File: config.mk
export PLATFORM = sky130hd
export DESIGN_NAME = ifu
export DESIGN_NICKNAME = d
export VERILOG_FILES = /design/src/rtl/ifu.sv
export SDC_FILE = /design/constraint.sdc
export NUM_CORES = 1
export LEC_CHECK = 0
export CAP_MARGIN = 20
export CELL_PAD_IN_SITES_DETAIL_PLACEMENT = 0
export CELL_PAD_IN_SITES_GLOBAL_PLACEMENT = 1
export CORE_ASPECT_RATIO = 0.8
export CORE_MARGIN = 5
export CORE_UTILIZATION = 40
export CTS_BUF_LIST = sky130_fd_sc_hd__clkbuf_4 sky130_fd_sc_hd__clkbuf_8
export DETAILED_ROUTE_END_ITERATION = 10
export GPL_TIMING_DRIVEN = 0
export PLACE_DENSITY_LB_ADDON = 0.08
export SYNTH_ARGS = -nofsm -noshare
export SYNTH_HDL_FRONTEND = slang
export SYNTH_SLANG_ARGS = --single-unit
File: constraint.sdc
create_clock -name clk -period 3.8 [get_ports clk]
set_clock_uncertainty 0.15 [all_clocks]
set_input_delay 1.14 -clock clk [delete_from_list [all_inputs] [get_ports clk]]
set_output_delay 1.14 -clock clk [all_outputs]
set_load 0.01 [all_outputs]
File: src/rtl/ifu.sv
// ---------------------------------------------------------------------------
// ifu - instruction fetch unit
//
// Owns the program counter, drives a read-only instruction bus with wait
// states, and holds the IF/ID pipeline register feeding decode.
//
// Ports
//   clk, rst_b        core clock, asynchronous active-low reset
//   if_stall          hold PC and IF/ID (from hazard unit)
//   if_flush          force a bubble into IF/ID (from hazard unit)
//   branch_take/target  branch or jump redirect
//   trap_take/target    trap or mret redirect, wins over a branch
//   ibus_read         read request (registered)
//   ibus_address      word-aligned fetch address, straight from the PC
//   ibus_readdata     instruction word, valid on read && !waitrequest
//   ibus_waitrequest  slave wait state
//   id_valid/pc/instr IF/ID entry (registered)
// ---------------------------------------------------------------------------
module ifu #(
    parameter int              XLEN     = 32,
    parameter logic [XLEN-1:0] PC_RESET = '0
) (
    input  logic            clk,
    input  logic            rst_b,
    input  logic            if_stall,
    input  logic            if_flush,
    input  logic            branch_take,
    input  logic [XLEN-1:0] branch_target,
    input  logic            trap_take,
    input  logic [XLEN-1:0] trap_target,
    output logic            ibus_read,
    output logic [XLEN-1:0] ibus_address,
    input  logic [XLEN-1:0] ibus_readdata,
    input  logic            ibus_waitrequest,
    output logic            id_valid,
    output logic [XLEN-1:0] id_pc,
    output logic [XLEN-1:0] id_instr
);

    typedef enum logic [1:0] {
        S_IDLE     = 2'd0,
        S_FETCH    = 2'd1,
        S_REDIRECT = 2'd2
    } state_t;

    state_t          r_state;
    logic [XLEN-1:0] r_pc;
    logic [XLEN-1:0] r_pend_target;
    logic            r_ibus_read;
    logic            r_id_valid;
    logic [XLEN-1:0] r_id_pc;
    logic [XLEN-1:0] r_id_instr;

    logic            w_redirect;
    logic [XLEN-1:0] w_target_raw;
    logic [XLEN-1:0] w_target;
    logic            w_complete;
    logic            w_fetch_done;

    assign w_redirect   = trap_take | branch_take;
    assign w_target_raw = trap_take ? trap_target : branch_target;
    // Instructions are word aligned, so the low target bits are dropped
    // before they ever reach the PC.
    assign w_target     = {w_target_raw[XLEN-1:2], 2'b00};
    assign w_complete   = r_ibus_read & ~ibus_waitrequest;
    // Only a word fetched in FETCH with no redirect in flight is real; a word
    // completing in REDIRECT belongs to the abandoned path.
    assign w_fetch_done = (r_state == S_FETCH) & w_complete & ~w_redirect;

    // Fetch sequencer: state, PC, pending redirect target, bus request.
    always_ff @(posedge clk or negedge rst_b) begin
        if (!rst_b) begin
            r_state       <= S_IDLE;
            r_pc          <= PC_RESET;
            r_pend_target <= '0;
            r_ibus_read   <= 1'b0;
        end else begin
            case (r_state)
                S_IDLE: begin
                    r_state     <= S_FETCH;
                    r_ibus_read <= 1'b1;
                end
                S_FETCH: begin
                    if (w_redirect) begin
                        // The address must stay stable under a wait state,
                        // so a redirect then is parked until completion.
                        if (ibus_waitrequest) begin
                            r_pend_target <= w_target;
                            r_state       <= S_REDIRECT;
                        end else begin
                            r_pc <= w_target;
                        end
                    end else if (w_complete && !if_stall) begin
                        r_pc <= r_pc + XLEN'(4);
                    end
                    // Completion under if_stall leaves the PC alone, so the
                    // same word is simply read again.
                end
                S_REDIRECT: begin
                    if (w_complete) begin
                        // A redirect arriving on the completion cycle is the
                        // youngest request and therefore wins.
                        r_pc    <= w_redirect ? w_target : r_pend_target;
                        r_state <= S_FETCH;
                    end else if (w_redirect) begin
                        r_pend_target <= w_target;
                    end
                end
                default: begin
                    r_state     <= S_IDLE;
                    r_ibus_read <= 1'b0;
                end
            endcase
        end
    end

    // IF/ID pipeline register.
    always_ff @(posedge clk or negedge rst_b) begin
        if (!rst_b) begin
            r_id_valid <= 1'b0;
            r_id_pc    <= '0;
            r_id_instr <= '0;
        end else if (if_flush) begin
            r_id_valid <= 1'b0;
        end else if (if_stall) begin
            r_id_valid <= r_id_valid;
        end else if (w_fetch_done) begin
            r_id_valid <= 1'b1;
            r_id_pc    <= r_pc;
            r_id_instr <= ibus_readdata;
        end else begin
            r_id_valid <= 1'b0;
        end
    end

    assign ibus_read    = r_ibus_read;
    assign ibus_address = {r_pc[XLEN-1:2], 2'b00};
    assign id_valid     = r_id_valid;
    assign id_pc        = r_id_pc;
    assign id_instr     = r_id_instr;

endmodule
==> results_dict.tcl <==
set metrics [dict create \
    hpwl_um 17500 \
    clk_pin_slew_worst_paths_ns 0.08 \
    clkLatencyLatePin_ns 0.45 \
    fin_crit_sh 0.932 \
    synth-edff-count 0 \
    io_pins 201 \
    cpPeakStageDelay_ns 0.64 \
    status "finished clean" \
    async_flop_share 1.00 \
    synth_area_mm2 0.00682 \
    detail_route.wl_per_cell_um 20.3 \
    hold_class "reg2reg" \
    rsz0062_at_grt "no" \
    path_buf_inv 4 \
    seq_area_frac_synth 0.484 \
    cts_tree "yes" \
    syn_avg_cell_area_um2 9.99 \
    p_leak_nw 4.03 \
    clockPowerShare 0.182 \
    seq_power_share 0.359 \
    cts_setup_buffers 0 \
    combinationalPowerShare 0.459 \
    fmax_ghz 0.282 \
    cp.required_ns 3.97 \
    worst-path-max-fanout 10 \
    cts-resized-gates 0 \
    ctsLongestPathBuffers 2 \
    min_period_ns 3.54 \
    synth.area.top_cells "dfrtp_1, mux2_2, o21ai_0, buf_4, nor2_1" \
    start_kind "primary input" \
    cp.arrival_ns 3.71 \
    nets 1005 \
    hold_violations 0 \
    final_area_mm2 0.00949 \
    wl_um 23000 \
    yosysMostFrequentCell "dfrtp_1" \
    synth.distinct_cells 50 \
    cts_buffers 17 \
    worst_pin_slew_ns 0.791 \
    utilization 0.570 \
    yosys_warnings 0 \
    ys_ff_latch 132 \
    cts_hold_buffers 0 \
    net-switching-power_mw 2.71 \
    intPower_mw 4.26 \
    n_fill_cell 1442 \
    die_area_mm2 0.0198 \
    drt_iter0_markers 498 \
    start_util 0.410 \
    synth_top_area_cell "dfrtp_1" \
    first_pass_iters 6 \
    routabilityCongestion 0.888 \
    root_buffer "clkbuf_8" \
    die_w_um 156 \
    placed_area_mm2 0.00907 \
    crit_slowest_cell "clkbuf_1" \
    timing.critical_path.mode_cell "clkbuf_1" \
    syn-instance-count 683 \
    cp-end-kind "flop" \
    relSlewSlack 0.469 \
    dieHeight_um 127 \
    numClockSinks 132 \
    drtAntennaViolNets 0 \
    num_vias 6174 \
    route.detailed.drc 0 \
    antenna_found_initial 0 \
    drive_gt1_frac 0.159 \
    final_max_slew_viol_count 0 \
    ir_drop_v 0.000311 \
    critPathKind "in2reg" \
    synth_top_area_share 0.484 \
    gr-total-overflow 0 \
    grt_pass1_vias 6107 \
    synthFlopType "dfrtp_1" \
    setup_viol 0 \
    grt_usage 0.233 \
    num_rows 42 \
    cp_cell_sequence "clkdlybuf4s50_1, clkbuf_1, clkbuf_1, clkbuf_1, o21ai_0, a32oi_1, nand3_1" \
    cellPowerDensity_mw_per_mm2 734 \
    maxCapViolations 0 \
    ys_top_cells_by_count "dfrtp_1, mux2_2, nor2_1, o21ai_0, nand2_1" \
    htreeDepth 4 \
    grt_max_degree 96 \
    path_delay_family "buffers and inverters" \
    portBuffers 194 \
    n_antenna_cell 0 \
    hold_ws_ns 0.353 \
    vias_per_cell 5.46 \
    grt_pass1_wl_um 35500 \
    swShare 0.389 \
    core_mm2 0.0167 \
    area_growth_pct 39.1 \
]
-- kinds of logic after synthesis --
| kind of cell | after synthesis | synth area share |
|---|---|---|
| simple gates | 191 | 0.137 |
| other cells | 1 | 0.000550 |
| fa+ha+maj | 4 | 0.00733 |
| compound gates | 184 | 0.169 |
| buf+inv | 90 | 0.0715 |
| flops | 132 | 0.484 |
| mux | 81 | 0.131 |
-- metrics by stage --
| step | power (mW) | setup WS, ns | TNS (ns) | instances |
|---|---|---|---|---|
| floorplan | 4.11 | 0.840 | 0 | 684 |
| global placement | 5.63 | -3.88 | -510.69 | 1098 |
| detailed placement | 5.73 | -0.148 | -0.455 | 1099 |
| CTS | 7.01 | 0.332 | 0 | 1131 |
| global route | 7.45 | 0.102 | 0 | 1131 |
| finish | 6.97 | 0.257 | 0 | 1131 |
-- worst register-to-register path, stage by stage (launching register included) --
cell      delay [ns]
dfrtp_1         0.39
inv_1           0.10
ha_1            0.15
buf_4           0.15
or3b_1          0.39
o221ai_1        0.62
buf_2           0.37
buf_2           0.31
o21ai_0         0.14
-- power by group through the flow --
stage / clock network (mW) / registers, mW / logic (mW)
after floorplan: 0 / 2.47 / 1.65
after global placement: 0 / 2.49 / 3.14
after detailed placement: 0 / 2.53 / 3.20
after CTS: 1.30 / 2.50 / 3.21
after global routing: 1.37 / 2.59 / 3.48
final: 1.27 / 2.50 / 3.20
-- cells in the final DEF (no fill, tap or decap), types with 6 or more instances in the layout --
cell             count
a31oi_1             25
nand2_1             42
clkbuf_8            17
dfrtp_1            132
a22oi_1             19
o22ai_1              6
mux2i_1             17
nor2b_1             10
or4_1                6
mux2_2              63
nand3_1             14
a21oi_1             38
buf_4               33
nand4_1             11
nor2_1              63
nand2b_1            17
buf_2                9
o21ai_0             57
and3_1               6
clkdlybuf4s50_1    193
a221oi_1             8
clkbuf_1            34
inv_1                9
nor3_1               9
-- flip-flops by register name, summed over array words and instances (netlist names) --
signal / flops
id_pc: 32
id_instr: 32
r_pc: 32
ibus_read: 1
r_state: 2
r_pend_target: 32
id_valid: 1
-- routing by layer --
metal	GRT usage	vias to the layer above	share of wire
li1	-	2891	-
met1	0.349	3015	0.46
met2	0.342	258	0.45
met3	0.0466	10	0.085
met4	0.0643	0	0.0065
met5	0	-	0
-- cell type report --
type	instances	area [um2]	area share
Multi-Input combinational cell	462	3040	0.320
Tap cell	220	275	0.0290
Clock inverter	14	178	0.0187
Inverter	9	33.8	0.00356
Clock buffer	18	241	0.0254
Timing Repair Buffer	195	1970	0.208
Sequential cell	132	3300	0.348
Buffer	81	454	0.0478
-- final timing paths --
| path | startpoint | to | slack (ns) | cells past startpoint |
|---|---|---|---|---|
| hold reg to reg | id_pc[4]$_DFFE_PN0P_ | id_pc[4]$_DFFE_PN0P_ | 0.35 | 2 |
| hold / removal | id_pc[4]$_DFFE_PN0P_ | id_pc[4]$_DFFE_PN0P_ | 0.35 | 2 |
| setup reg to reg | r_state[1]$_DFFE_PN0P_ | r_pc[25]$_DFFE_PN0P_ | 0.91 | 8 |
| min in group asynchronous | rst_b | id_instr[14]$_DFFE_PN0P_ | 0.42 | 1 |
| setup / recovery | trap_take | r_pc[29]$_DFFE_PN0P_ | 0.26 | 7 |
| max in group asynchronous | rst_b | r_pc[4]$_DFFE_PN0P_ | 2.25 | 2 |
(Power assumes the default switching activity.)
